**src/rtl/mc_control_fsm.sv**
```systemverilog
// Multicycle main controller for the RV32I core: sequences fetch/decode/execute/
// memory/writeback and drives datapath selects, ALU operation and write strobes.
package mc_control_fsm_pkg;
  typedef enum logic [3:0] {
    ALU_ADD  = 4'd0,
    ALU_SUB  = 4'd1,
    ALU_SLL  = 4'd2,
    ALU_SLT  = 4'd3,
    ALU_SLTU = 4'd4,
    ALU_XOR  = 4'd5,
    ALU_SRL  = 4'd6,
    ALU_SRA  = 4'd7,
    ALU_OR   = 4'd8,
    ALU_AND  = 4'd9
  } alu_op_e;
endpackage

module mc_control_fsm
  import mc_control_fsm_pkg::*;
#(
  parameter bit MEM_HANDSHAKE = 1'b1,
  parameter bit TRAP_STICKY   = 1'b1
) (
  input  logic       clk_i,
  input  logic       rst_ni,
  input  logic [6:0] op_i,
  input  logic [2:0] funct3_i,
  input  logic       funct7b5_i,
  input  logic       Zero_i,
  input  logic       AluLsb_i,
  input  logic       MemReady_i,
  output logic       PCWrite_o,
  output logic       AdrSrc_o,
  output logic       MemWrite_o,
  output logic       IRWrite_o,
  output logic [1:0] ResultSrc_o,
  output logic [1:0] ALUSrcA_o,
  output logic [1:0] ALUSrcB_o,
  output alu_op_e    ALUControl_o,
  output logic [2:0] ImmSrc_o,
  output logic       RegWrite_o,
  output logic       IllegalInstr_o
);

  typedef enum logic [3:0] {
    S_FETCH, S_DECODE, S_MEMADR, S_MEMREAD, S_MEMWB, S_MEMWRITE,
    S_EXECR, S_EXECI, S_ALUWB, S_JAL, S_BRANCH, S_TRAP
  } state_e;

  state_e state, state_next;

  logic ready;
  logic pc_write, mem_write, ir_write, reg_write, illegal;
  logic branch_flag, branch_taken;

  assign ready = MEM_HANDSHAKE ? MemReady_i : 1'b1;

  // funct3[2] selects the SLT/SLTU flag over Zero; funct3[0] inverts the condition.
  assign branch_flag  = funct3_i[2] ? AluLsb_i : Zero_i;
  assign branch_taken = branch_flag ^ funct3_i[0];

  always_ff @(posedge clk_i or negedge rst_ni) begin
    if (!rst_ni) state <= S_FETCH;
    else         state <= state_next;
  end

  always_comb begin
    case (op_i)
      7'b0100011: ImmSrc_o = 3'b001;
      7'b1100011: ImmSrc_o = 3'b010;
      7'b1101111: ImmSrc_o = 3'b011;
      default:    ImmSrc_o = 3'b000;
    endcase
  end

  always_comb begin
    state_next   = state;
    pc_write     = 1'b0;
    mem_write    = 1'b0;
    ir_write     = 1'b0;
    reg_write    = 1'b0;
    illegal      = 1'b0;
    AdrSrc_o     = 1'b0;
    ResultSrc_o  = 2'b00;
    ALUSrcA_o    = 2'b00;
    ALUSrcB_o    = 2'b00;
    ALUControl_o = ALU_ADD;

    case (state)
      S_FETCH: begin
        ALUSrcB_o   = 2'b10;
        ResultSrc_o = 2'b10;
        ir_write    = ready;
        pc_write    = ready;
        if (ready) state_next = S_DECODE;
      end
      S_DECODE: begin
        ALUSrcA_o = 2'b01;
        ALUSrcB_o = 2'b01;
        case (op_i)
          7'b0000011, 7'b0100011: state_next = S_MEMADR;
          7'b0110011:             state_next = S_EXECR;
          7'b0010011:             state_next = S_EXECI;
          7'b1101111:             state_next = S_JAL;
          7'b1100011:             state_next = (funct3_i[2:1] == 2'b01) ? S_TRAP : S_BRANCH;
          default:                state_next = S_TRAP;
        endcase
      end
      S_MEMADR: begin
        ALUSrcA_o  = 2'b10;
        ALUSrcB_o  = 2'b01;
        state_next = op_i[5] ? S_MEMWRITE : S_MEMREAD;
      end
      S_MEMREAD: begin
        AdrSrc_o = 1'b1;
        if (ready) state_next = S_MEMWB;
      end
      S_MEMWB: begin
        ResultSrc_o = 2'b01;
        reg_write   = 1'b1;
        state_next  = S_FETCH;
      end
      S_MEMWRITE: begin
        AdrSrc_o  = 1'b1;
        mem_write = 1'b1;
        if (ready) state_next = S_FETCH;
      end
      S_EXECR, S_EXECI: begin
        ALUSrcA_o  = 2'b10;
        ALUSrcB_o  = (state == S_EXECI) ? 2'b01 : 2'b00;
        state_next = S_ALUWB;
        case (funct3_i)
          3'b000:  ALUControl_o = (state == S_EXECR && funct7b5_i) ? ALU_SUB : ALU_ADD;
          3'b001:  ALUControl_o = ALU_SLL;
          3'b010:  ALUControl_o = ALU_SLT;
          3'b011:  ALUControl_o = ALU_SLTU;
          3'b100:  ALUControl_o = ALU_XOR;
          3'b101:  ALUControl_o = funct7b5_i ? ALU_SRA : ALU_SRL;
          3'b110:  ALUControl_o = ALU_OR;
          default: ALUControl_o = ALU_AND;
        endcase
      end
      S_ALUWB: begin
        reg_write  = 1'b1;
        state_next = S_FETCH;
      end
      S_JAL: begin
        ALUSrcA_o  = 2'b01;
        ALUSrcB_o  = 2'b10;
        pc_write   = 1'b1;
        state_next = S_ALUWB;
      end
      S_BRANCH: begin
        ALUSrcA_o  = 2'b10;
        pc_write   = branch_taken;
        state_next = S_FETCH;
        case (funct3_i[2:1])
          2'b00:   ALUControl_o = ALU_SUB;
          2'b10:   ALUControl_o = ALU_SLT;
          2'b11:   ALUControl_o = ALU_SLTU;
          default: ALUControl_o = ALU_ADD;
        endcase
      end
      S_TRAP: begin
        illegal = 1'b1;
        if (!TRAP_STICKY) state_next = S_FETCH;
      end
      default: state_next = S_FETCH;
    endcase
  end

  // Strobes are gated by rst_ni so nothing can fire while reset is held.
  assign PCWrite_o      = pc_write  & rst_ni;
  assign MemWrite_o     = mem_write & rst_ni;
  assign IRWrite_o      = ir_write  & rst_ni;
  assign RegWrite_o     = reg_write & rst_ni;
  assign IllegalInstr_o = illegal   & rst_ni;

endmodule

```
**config.mk**
```make
export PLATFORM = sky130hd
export DESIGN_NAME = mc_control_fsm
export DESIGN_NICKNAME = d
export VERILOG_FILES = /design/src/rtl/mc_control_fsm.sv
export SDC_FILE = /design/constraint.sdc
export NUM_CORES = 1
export LEC_CHECK = 0
export ABC_AREA = 1
export CAP_MARGIN = 20
export CORE_MARGIN = 2
export CORE_UTILIZATION = 37
export DETAILED_ROUTE_END_ITERATION = 16
export PLACE_DENSITY = 0.88
export SETUP_SLACK_MARGIN = 0.1
export SLEW_MARGIN = 20
export SYNTH_ARGS = -nofsm -noshare
export SYNTH_HDL_FRONTEND = slang
export SYNTH_SLANG_ARGS = --single-unit
```
**constraint.sdc**
```tcl
create_clock -name clk_i -period 1.7 [get_ports clk_i]
set_input_delay 0.34 -clock clk_i [delete_from_list [all_inputs] [get_ports clk_i]]
set_output_delay 0.34 -clock clk_i [all_outputs]
set_load 0.01 [all_outputs]
```
==> impl.org, run 1 <==
** Logic synthesis
- Synthesis produced 115 cells.
- The share of the Yosys chip area taken by registers is 0.165.
- In this run the cell area of the synthesized design comes to 608 um^2.
- Proportion of register bits with asynchronous set or reset after synthesis :: 1.00
- The most used flip-flop cell after synthesis is dfrtp_1.
- Averaged over all synthesized cells, the footprint is 5.29 um^2.
- Post-synth EDFFs :: 0
- The number of nets handed over by synthesis was 131.
- Total of flip-flops plus latches after synthesis :: 4
- During synthesis, Yosys emitted a total of 0 warnings.
- Counting distinct cell types in the post-synthesis netlist gives 22.

** Timing
- In the global-route stage, repair_timing last flagged the worst endpoint as ALUControl_o[1].
- After the last repair the worst path ends at a top-level output.

** Outcome
- It got as far as 5_1_grt and failed there.
- Run status :: stopped before the end
- Error :: [ERROR DPL-0038] Utilization greater than 100%, impossible to legalize

** Die
- Width of the chip :: 44.5 um
- Vertical die dimension :: 44.5 um
- Num rows :: 14
- For this design the top-level I/O count stands at 35.
- Initial cell density of the core :: 0.399

** GRT
- Entering global routing, the biggest net connects 6 pins.

** Placed design
- Post-Place Setup Slack :: -0.576 ns
- Port buffer count :: 33
- # placed instances :: 204
- HPWL after DPL :: 2.48 mm
- Instance area at placement :: 1260 um^2
- The congestion estimate from routability-driven global placement came to 0.887.

** Clocking
- Counting the buffers created by CTS gives 3.
- No sink is reached through more buffers than the 2 on the longest clock path.
- Clock tree synthesis selected as its root buffer the cell clkbuf_4.
- CTS saw 4 sinks.
- In this run the number of H-tree levels came out at 1.
-- through the flow --
stage,TNS [ns],hold slack [ns]
after floorplan,0,0.0444
after global placement,-4.57,0.569
after detailed placement,-5.60,0.602
after CTS,-0.202,0.438
-- what timing repair did --
action                                  in CTS
buffers inserted                             8
pin swaps                                   14
hold buffers                                 0
gates resized for setup                    123
endpoints found under the setup margin      18
-- cells in the mapped netlist, drive strengths merged, types with 2 or more instances --
master,instances,share of area
nand3,9,0.082
a31oi,2,0.031
nand4,4,0.041
inv,20,0.12
nor2,24,0.18
dfrtp,4,0.16
o21ai,7,0.064
nor3,2,0.016
nand2,34,0.21
a21oi,4,0.033
-- kinds of logic after synthesis --
logic type	share of synthesized area
other	0.00617
AOI/OAI and AO/OA	0.163
DFF	0.165
and+or+nand+nor	0.531
buffers and inverters	0.136
==> run 2, diff against run 1 <==
- CORE_AREA: default -> 2 2 63 65
- CORE_MARGIN: 2 -> default
- CORE_UTILIZATION: 37 -> default
- DIE_AREA: default -> 0 0 65 67
- PLACE_DENSITY: 0.88 -> default
- PLACE_DENSITY_LB_ADDON: default -> 0.15
- SETUP_SLACK_MARGIN: 0.1 -> default
==> run 2 against run 1 <==
Net effect:
- the flow now finishes, with violations (setup timing)
- synthesized cell count stayed put
- synthesized area is the same
==> impl.org, run 2 <==
** Placed design
- In this run the tool buffered the top-level ports with 33 buffer cells.
- Routability-driven placement finished with a final weighted congestion of 0.805.
- HPWL after DPL :: 2.06 mm

** Die
- The core region is 3610 um^2.
- The floorplan step set the die width to 65 um.
- The die covers 4360 um^2.
- Vertical die dimension :: 67 um
- Num rows :: 22
- For this design the top-level I/O count stands at 35.
- For this configuration, the core starts out at a cell density of 0.169.

** Routing
- The detail route stage leaves a number of antenna-violating nets equal to 0.
- After detailed routing, the number of vias per cell comes to 4.07.
- The detailed router placed 1021 vias in this run.
- Number of search-and-repair iterations in the first detailed-routing pass :: 4
- Number of DRC violations after detailed routing :: 0
- The detailed router finished its first iteration with 32 violations.
- Routed wire length per instance :: 10.9 um
- The routed design has 2.75 mm of wire.

** Clocking
- Clock latency at the later pin of the worst-skew pair :: 0.22 ns
- Number of H-tree levels :: 1
- The tree is rooted in a clkbuf_8.
- Clock transition at the registers of the reported paths :: 0.03 ns
- The clock passes through at most 2 buffers.
- TritonCTS clock tree :: yes
- Number of clock sinks seen by CTS :: 4
- Cts bufs inserted :: 3

** Setup path
- The worst setup path is captured at an output port.
- The worst setup path is launched from a register.
- Setup Crit Path Kind :: register to output port
- Data arrives at the worst endpoint at 1.46 ns.
- Required time at the worst-slack endpoint :: 1.36 ns
- Register-to-Register Path Depth :: 10
- Of all nets on the critical path, the largest fanout is 3.

** Finish
- The register with the most flip-flops in the final layout is state.
- The area growth from synthesis to layout is 144%.
- Leaving out fill and tap cells, the most frequent cell in the layout is buf_4.
- In the layout the commonest cells are 48 x buf_4, 28 x nand2_1, 15 x buf_2.
- Final antenna diode count :: 0
- Flip-flop count of the largest register after layout :: 4
- At the end of the flow, the number of nets in the layout was 221.
- Ratio of cells with drive above 1 in the final layout :: 0.576
- Fill cells in the final layout number 389.
- At the end of the flow the core is filled with cells to 0.411.
- Registers with the most flip-flops :: state x4

** Logic synthesis
- Among all cell types in the netlist, the one instantiated most often is nand2_1.
- Sequential cell area fraction in the yosys report :: 0.165
- Share of Yosys cell area claimed by the top area cell type :: 0.210
- Proportion of register bits with asynchronous set or reset after synthesis :: 1.00
- During synthesis, Yosys emitted a total of 0 warnings.
- Post-synth EDFFs :: 0
- By area the synthesized netlist is led by nand2_1 21%, dfrtp_1 16%, nor2_1 11%.
- In this run the cell area of the synthesized design comes to 608 um^2.
- Counting instances in the post-synthesis netlist gives the leading cell types as 34 x nand2_1, 18 x nor2_1, 16 x inv_1, 8 x nand3_1.
- Number of cells produced by synthesis :: 115
- Primary FF master, synth :: dfrtp_1
- Counting distinct cell types in the post-synthesis netlist gives 22.
- Total of flip-flops plus latches after synthesis :: 4
- Counting every net in the synthesized netlist gives 131.
- nand2_1 takes more of the synthesized area than any other cell.
- Mapped Avg Cell Area :: 5.29 um^2

** Timing
- Fmax :: 557 MHz
- Crit share post-route :: 1.06
- Clock skew on the completed layout was measured at 0.00641 ns.
- Setup slack on the critical path of the routed design comes to -0.0965 ns.
- Count of endpoints failing hold in the final timing report :: 0
- Final Critical Period :: 1.80 ns
- Hold is met by 0.438 ns.
- Setup-failing EPs final :: 5
- Final-report max-slew violation count :: 0
- RSZ-0062 raised after global routing :: yes

** Worst hold path
- Path class of the lowest-slack min-delay path :: primary input to async pin

** GRT
- Residual overflow from global routing :: 0
- Vias in the first global route :: 1019
- Global-route total usage across every layer :: 0.119
- Largest net degree at the start of global routing :: 6
- The first global-routing pass estimated 4.14 mm of wire.
- The initial antenna violation count was 0.

** Outcome
- Failing checks :: setup timing
- Run status :: complete, but fails checks

** Run
- Max-cap violations in this run came to 0.

** Pwr
- In this run the static leakage power is 0.808 nW.
- IR analysis of the VDD net gives a maximum drop of 0.000751 V.
- Power per cell area :: 1190 nW/um^2
[run 2: cell counts after synthesis]
No cell type changed its count.
[run 2: worst paths after layout]
check | startpoint | slack [ns] | to
hold reg to reg | state[2] | 0.66 | state[2]
max in group asynchronous | rst_ni | 1.14 | state[1]
hold / removal | rst_ni | 0.44 | state[3]
setup reg to reg | state[2] | 0.13 | state[0]
min in group clk_i | op_i[6] | 0.62 | state[3]
setup / recovery | state[2] | -0.1 | ALUSrcB_o[0]
[run 2: repair_timing]
action	4_1_cts	5_1_grt
buffers inserted	6	7
pin swaps	4	15
endpoints found under the setup margin	18	15
hold buffers	0	0
resized for setup	85	41
cloned	0	0
[run 2: where the power goes]
| part | leakage [nW] | switching [mW] | internal, mW | total, mW |
|---|---|---|---|---|
| Sequential | 0.0473 | 0.0696 | 0.144 | 0.213 |
| Clock | 0.0216 | 0.0467 | 0.151 | 0.197 |
| Combinational | 0.739 | 0.660 | 0.688 | 1.35 |
[run 2: cells by family (layout without fill, tap and decap cells)]
kind of cell	Yosys count	count (layout)	share of synthesized area
buffers and inverters	21	109	0.136
AO/OA/AOI/OAI	16	16	0.163
flip-flops	4	4	0.165
other	1	1	0.00617
AND/OR/NAND/NOR	73	73	0.531
[run 2: per-layer routing]
layer	wire length [um]	global-route usage	up-vias
li1	-	-	541
met3	81	0.0135	0
met2	1460	0.215	17
met5	0	0	-
met4	0	0.0452	0
met1	1210	0.143	463
[run 2: critical path, cell delays in order (launching register included)]
cell,delay (ns)
dfrtp_1,0.40
buf_6,0.14
nor2_4,0.08
buf_6,0.10
buf_6,0.10
inv_6,0.04
nor2_4,0.10
nor2_1,0.05
o21ai_1,0.08
buf_2,0.16
[run 2: final cells by class]
class	instances	area [um^2]	area share
multi-input combinational	90	526	0.354
clock buffer	3	41.3	0.0278
inverter	20	82.6	0.0557
tap	48	60.1	0.0405
timing repair buffer	86	669	0.451
sequential	4	104	0.0700
[run 2: stage by stage]
step / setup slack (ns) / power, mW / instances / setup TNS, ns / instance area (um^2)
finish: -0.0965 / 1.76 / 251 / -0.260 / 1480
global route: -0.165 / 1.90 / 251 / -0.770 / 1480
CTS: -0.105 / 1.55 / 244 / -0.390 / 1330
detailed placement: -0.507 / 1.31 / 235 / -5.27 / 1290
global placement: -0.502 / 1.32 / 235 / -5.21 / 1290
floorplan: 0.219 / 0.643 / 115 / 0 / 608
Note: power is estimated with default switching activity, not from simulation.
==> run 3, diff against run 2 <==
- SLEW_MARGIN: 20 -> default
==> results of run 3 <==
The final DEF is identical to that of run 2; final timing and power are the same.
